### src/rtl/store_align_buf_pkg.sv
// rtl/store_align_buf_pkg.sv - shared store encodings, access sizes and byte-count helpers
// Contents: funct3 store encodings, access_size_e, word_bytes(), access_bytes().
package store_align_buf_pkg;

    localparam logic [2:0] F3_SB = 3'b000;
    localparam logic [2:0] F3_SH = 3'b001;
    localparam logic [2:0] F3_SW = 3'b010;
    localparam logic [2:0] F3_SD = 3'b011;

    typedef enum logic [1:0] {
        SZ_B = 2'd0,
        SZ_H = 2'd1,
        SZ_W = 2'd2,
        SZ_D = 2'd3
    } access_size_e;

    // Bytes in one datapath word (XLEN/8).
    function automatic int word_bytes(input int xlen);
        return xlen / 8;
    endfunction

    // Bytes touched by one access of the given size.
    function automatic int access_bytes(input access_size_e sz);
        case (sz)
            SZ_B:    return 1;
            SZ_H:    return 2;
            SZ_W:    return 4;
            default: return 8;
        endcase
    endfunction

endpackage

### src/rtl/store_align_buf_st_lane_align.sv
// rtl/store_align_buf_st_lane_align.sv - combinational store lane alignment
// Ports: off_i (byte offset in word), data_i (raw rs2), funct3_i (store type),
//        data_o (lane-aligned data), mask_o (byte enables),
//        misalign_o (offset not a multiple of size), illegal_o (undefined or unsupported funct3).
module st_lane_align
    import store_align_buf_pkg::*;
#(
    parameter int XLEN = 32
) (
    input  logic [$clog2(XLEN/8)-1:0] off_i,
    input  logic [XLEN-1:0]           data_i,
    input  logic [2:0]                funct3_i,
    output logic [XLEN-1:0]           data_o,
    output logic [XLEN/8-1:0]         mask_o,
    output logic                      misalign_o,
    output logic                      illegal_o
);

    localparam int NB = word_bytes(XLEN);

    access_size_e      size;
    int                nbytes;
    logic [NB-1:0]     base_mask;
    logic [XLEN-1:0]   keep;

    always_comb begin
        size      = SZ_B;
        illegal_o = 1'b0;
        case (funct3_i)
            F3_SB:   size = SZ_B;
            F3_SH:   size = SZ_H;
            F3_SW:   size = SZ_W;
            F3_SD: begin
                size      = SZ_D;
                illegal_o = (XLEN < 64);
            end
            default: illegal_o = 1'b1;
        endcase

        // Clip to the word so an SD on a 32-bit datapath cannot build an oversized mask;
        // such a store is illegal and never reaches the buffer anyway.
        nbytes = access_bytes(size);
        if (nbytes > NB) begin
            nbytes = NB;
        end

        base_mask = '0;
        keep      = '0;
        for (int i = 0; i < NB; i++) begin
            base_mask[i] = (i < nbytes);
            if (i < nbytes) begin
                keep[8*i +: 8] = data_i[8*i +: 8];
            end
        end

        misalign_o = ((int'(off_i) & (nbytes - 1)) != 0);
        data_o     = keep << {off_i, 3'b000};
        mask_o     = base_mask << off_i;
    end

endmodule

### src/rtl/store_align_buf.sv
// rtl/store_align_buf.sv - store alignment front end followed by a registered FIFO write buffer
// Ports: clk_i, rst_ni (async active-low); s_* store request handshake; m_* aligned memory
//        write handshake; misalign_o one-cycle pulse for rejected stores; count_o occupancy.
// Optional macro STORE_FWD_EN adds ld_addr_i / ld_hit_o / ld_fwd_data_o full-word load forwarding.
module store_align_buf
    import store_align_buf_pkg::*;
#(
    parameter int XLEN  = 32,
    parameter int DEPTH = 4
) (
    input  logic                       clk_i,
    input  logic                       rst_ni,
    input  logic                       s_valid_i,
    output logic                       s_ready_o,
    input  logic [XLEN-1:0]            s_addr_i,
    input  logic [XLEN-1:0]            s_data_i,
    input  logic [2:0]                 s_funct3_i,
    output logic                       m_valid_o,
    input  logic                       m_ready_i,
    output logic [XLEN-1:0]            m_addr_o,
    output logic [XLEN-1:0]            m_data_o,
    output logic [XLEN/8-1:0]          m_bmask_o,
    output logic                       misalign_o,
    output logic [$clog2(DEPTH+1)-1:0] count_o
`ifdef STORE_FWD_EN
    ,
    input  logic [XLEN-1:0]            ld_addr_i,
    output logic                       ld_hit_o,
    output logic [XLEN-1:0]            ld_fwd_data_o
`endif
);

    localparam int NB = word_bytes(XLEN);
    localparam int OW = $clog2(NB);
    localparam int PW = $clog2(DEPTH);
    localparam int CW = $clog2(DEPTH + 1);

    logic [XLEN-1:0] al_data;
    logic [NB-1:0]   al_mask;
    logic            al_misalign;
    logic            al_illegal;
    logic [XLEN-1:0] al_addr;

    st_lane_align #(.XLEN(XLEN)) u_lane_align (
        .off_i      (s_addr_i[OW-1:0]),
        .data_i     (s_data_i),
        .funct3_i   (s_funct3_i),
        .data_o     (al_data),
        .mask_o     (al_mask),
        .misalign_o (al_misalign),
        .illegal_o  (al_illegal)
    );

    assign al_addr = {s_addr_i[XLEN-1:OW], {OW{1'b0}}};

    logic [XLEN-1:0] addr_mem [DEPTH];
    logic [XLEN-1:0] data_mem [DEPTH];
    logic [NB-1:0]   mask_mem [DEPTH];

    logic [PW-1:0] wr_ptr_q;
    logic [PW-1:0] rd_ptr_q;
    logic [CW-1:0] count_q;
    logic          misalign_q;

    logic accept;
    logic reject;
    logic push;
    logic pop;

    // s_ready_o depends only on the registered count, so a pop in the same cycle
    // never opens room for a push into a full buffer.
    assign s_ready_o = (count_q < CW'(DEPTH));
    assign accept    = s_valid_i & s_ready_o;
    assign reject    = al_misalign | al_illegal;
    assign push      = accept & ~reject;
    assign m_valid_o = (count_q != '0);
    assign pop       = m_valid_o & m_ready_i;

    always_ff @(posedge clk_i or negedge rst_ni) begin
        if (!rst_ni) begin
            wr_ptr_q   <= '0;
            rd_ptr_q   <= '0;
            count_q    <= '0;
            misalign_q <= 1'b0;
        end else begin
            misalign_q <= accept & reject;
            if (push) begin
                wr_ptr_q <= wr_ptr_q + 1'b1;
            end
            if (pop) begin
                rd_ptr_q <= rd_ptr_q + 1'b1;
            end
            case ({push, pop})
                2'b10:   count_q <= count_q + CW'(1);
                2'b01:   count_q <= count_q - CW'(1);
                default: count_q <= count_q;
            endcase
        end
    end

    // Storage is not reset; occupancy alone decides what is valid.
    always_ff @(posedge clk_i) begin
        if (push) begin
            addr_mem[wr_ptr_q] <= al_addr;
            data_mem[wr_ptr_q] <= al_data;
            mask_mem[wr_ptr_q] <= al_mask;
        end
    end

    assign count_o    = count_q;
    assign misalign_o = misalign_q;
    assign m_addr_o   = m_valid_o ? addr_mem[rd_ptr_q] : '0;
    assign m_data_o   = m_valid_o ? data_mem[rd_ptr_q] : '0;
    assign m_bmask_o  = m_valid_o ? mask_mem[rd_ptr_q] : '0;

`ifdef STORE_FWD_EN
    logic            fwd_found;
    logic [NB-1:0]   fwd_mask;
    logic [XLEN-1:0] fwd_data;
    logic [PW-1:0]   fwd_idx;
    logic [XLEN-1:0] ld_al_addr;
    logic            unused_ld_off;

    assign ld_al_addr    = {ld_addr_i[XLEN-1:OW], {OW{1'b0}}};
    assign unused_ld_off = ^ld_addr_i[OW-1:0];

    // Walk oldest to youngest so the last match seen is the youngest one.
    always_comb begin
        fwd_found = 1'b0;
        fwd_mask  = '0;
        fwd_data  = '0;
        fwd_idx   = '0;
        for (int k = 0; k < DEPTH; k++) begin
            fwd_idx = rd_ptr_q + PW'(k);
            if ((k < int'(count_q)) && (addr_mem[fwd_idx] == ld_al_addr)) begin
                fwd_found = 1'b1;
                fwd_mask  = mask_mem[fwd_idx];
                fwd_data  = data_mem[fwd_idx];
            end
        end
    end

    assign ld_hit_o      = fwd_found & (&fwd_mask);
    assign ld_fwd_data_o = ld_hit_o ? fwd_data : '0;
`endif

endmodule

### config.mk
export PLATFORM = sky130hd
export DESIGN_NAME = store_align_buf
export DESIGN_NICKNAME = d
export VERILOG_FILES = /design/src/rtl/store_align_buf_pkg.sv /design/src/rtl/store_align_buf_st_lane_align.sv /design/src/rtl/store_align_buf.sv
export SDC_FILE = /design/constraint.sdc
export NUM_CORES = 1
export LEC_CHECK = 0
export ABC_AREA = 1
export BUFFER_PORTS_ARGS = -buffer_cell sky130_fd_sc_hd__buf_2
export CORE_ASPECT_RATIO = 1.2
export CORE_MARGIN = 2
export CORE_UTILIZATION = 45
export CTS_CLUSTER_SIZE = 28
export DETAILED_ROUTE_END_ITERATION = 6
export MAX_ROUTING_LAYER = met4
export PLACE_DENSITY = 0.67
export SYNTH_ARGS = -nofsm -noshare
export SYNTH_HDL_FRONTEND = slang
export SYNTH_SLANG_ARGS = --single-unit
### constraint.sdc
create_clock -name clk_i -period 3.8 [get_ports clk_i]
set_input_delay 0.38 -clock clk_i [delete_from_list [all_inputs] [get_ports clk_i]]
set_output_delay 0.38 -clock clk_i [all_outputs]
set_load 0.01 [all_outputs]
==> impl_metrics.toml <==
[sta]
setup_tns_ns = 0
relSlewSlack = 0.487
clock_skew_ns = 0.0103
fin_hold_ws_ns = 0.0755
max_freq_mhz = 319
rsz0062_at_grt = "no"
setup_viol = 0
post-route-period-util = 0.826
maxSlewViolCount = 0
worst_slack_ns = 0.660
worst_pin_slew_ns = 0.770
fin_crit_ns = 3.14
finalHoldViolations = 0

[cells_and_area]
fin_nets = 1208
final_area_um2 = 13200
layout-drive-gt1-share = 0.184
syn_to_final_growth_pct = 15.9
fillCellCount = 2150
final_common_cell = "nor2_1"
layout_common_cells = "284 x nor2_1, 264 x edfxtp_1, 142 x buf_2"
utilization = 0.532
diodes = 0

[global_routing]
grt_pass1_vias = 7295
grt_max_degree = 70
track_usage = 0.199
grt_pass1_wl_um = 39800
gr-total-overflow = 0
antenna_found_initial = 0

[clocking]
cts_resized = 0
root_buffer = "clkbuf_16"
cts_buffer_depth = 3
cts_buffers = 26
htreeDepth = 1
clkLatencyLatePin_ns = 0.52
clkSinkCount = 272
clkTransAtPathRegs_ns = 0.06
cts_tree = "done"

[synthesis]
seq_area_frac_synth = 0.713
syn-cell-area_um2 = 11400
synth_cell_types = 29
synth.area.top_cells = "edfxtp_1 70%, nor2_1 9.5%, o21ai_0 3.7%"
synthCells = 1006
yosys.area.top_type = "edfxtp_1"
ys_ff_latch = 272
yosys_warnings = 0
syn_area_per_cell_um2 = 11.3
synth.top_cell.area_share = 0.695

[drt]
first_pass_iters = 5
wl_um = 25600
drtIter0Drc = 545
vias_per_cell = 5.19
wl_per_cell_um = 17.4
drc_errors = 0
antenna_left = 0
vias = 7657

[power]
p_leak_nw = 4.90
ir_drop_v = 0.000379
p_per_area_nw_per_um2 = 714

[placed_design]
detailed_place_hpwl_um = 15700
gp_congestion = 0.869
portBuffers = 142
dp_slack_ns = 1.15
postPlaceCellArea_um2 = 12400

[floorplanning]
rows = 63
die_w_um = 149
start_util = 0.459
coreArea_um2 = 24800
die-area_um2 = 26600
io_pins = 145
die_h_um = 178

[worst_setup_path]
crit_buf_inv = 3
path_class = "reg2out"
end_kind = "output port"
required_ns = 3.42
slowest_delay_ns = 0.75
cp_slowest_cell = "dfrtp_4"
cp_cell_sequence = "inv_4, buf_4, o21ai_0, a21oi_1, buf_2"
critical_path.max_fanout = 69
critPathLaunchType = "register"
arrival_ns = 2.76
crit_family = "buffers and inverters"

[min_path]
hp-class = "in2reg"

[job]
maxCapViolCount = 0

[run_status]
status = "completed"
## power by group
part	switching, mW	internal, mW	total, mW
clock	1.03	1.49	2.52
sequential	0.220	3.44	3.66
combinational	2.10	1.15	3.25
total	3.35	6.09	9.43
## flip-flops by register name (all words and copies together) (netlist names)
register and flops:
addr_mem 120, count_o 3, data_mem 128, mask_mem 16
misalign_o 1, rd_ptr_q 2, wr_ptr_q 2
## layout make-up
class	instances	area, um2	share of cell area
multi-input combinational	650	2880	0.218
clock inverter	9	92.6	0.00701
sequential	272	8130	0.616
clock buffer	38	747	0.0565
inverter	21	81.3	0.00616
timing repair buffer	160	873	0.0661
tap	325	407	0.0308
## per-layer routing
| layer | GRT usage | vias to the layer above | wire length [um] |
|---|---|---|---|
| li1 | - | 3728 | - |
| met1 | 0.264 | 3670 | 11100 |
| met2 | 0.334 | 235 | 12800 |
| met3 | 0.0251 | 24 | 1410 |
| met4 | 0.0440 | 0 | 286 |
| met5 | - | - | 0 |
## metrics by stage
stage                     std cells  power [mW]
after floorplan                1007        5.83
after CTS                      1475        9.56
after global routing           1475        10.1
after detailed placement       1427        7.04
after global placement         1427        6.99
final                          1475        9.43
## synth_stat cells
| cell | n |
|---|---|
| nor2_1 | 288 |
| edfxtp_1 | 264 |
| nand2_1 | 105 |
| o21ai_0 | 84 |
| a21oi_1 | 77 |
| o21ai_1 | 51 |
| buf_2 | 25 |
| nand3_1 | 21 |
| inv_1 | 19 |
| clkbuf_1 | 16 |
| buf_4 | 12 |
| dfrtp_1 | 8 |
| ha_1 | 5 |
| buf_1 | 4 |
| buf_6 | 4 |
| clkbuf_2 | 3 |
| o211ai_1 | 3 |
| or2_2 | 3 |
| nand2_2 | 2 |
| nand3_2 | 2 |
| nand4_1 | 2 |
| a21boi_0 | 1 |
| conb_1 | 1 |
| fa_1 | 1 |
| inv_2 | 1 |
| inv_4 | 1 |
| o22ai_1 | 1 |
| xnor2_1 | 1 |
| xor2_1 | 1 |
## repair_timing
| action | CTS | global route |
|---|---|---|
| buffers inserted | 0 | 0 |
| hold buffers | 1 | 0 |
| setup endpoints to repair | 0 | 0 |
| hold endpoints to repair | 8 | 0 |
## worst paths after layout
| check | startpoint | slack [ns] | end | cells after the start |
|---|---|---|---|---|
| max | rd_ptr_q[0] | 0.66 | m_addr_o[17] | 5 |
| min | s_addr_i[23] | 0.08 | addr_mem[1][21] | 1 |
| max reg2reg | count_o[2] | 1.51 | addr_mem[0][25] | 4 |
| min reg2reg | count_o[0] | 0.50 | count_o[0] | 1 |
| max in group asynchronous | rst_ni | 3.34 | rd_ptr_q[0] | 2 |
| min in group asynchronous | rst_ni | 0.25 | rd_ptr_q[0] | 2 |
## cells by family after synthesis
family          Yosys count  share of synthesized area
other cells               1                   0.000329
fa+ha+maj                 6                    0.00724
compound gates          217                     0.0962
xor+xnor                  2                    0.00154
simple gates            423                      0.144
flops                   272                      0.713
buf+inv                  85                     0.0378
No activity file was read; power rests on OpenSTA's default activity.
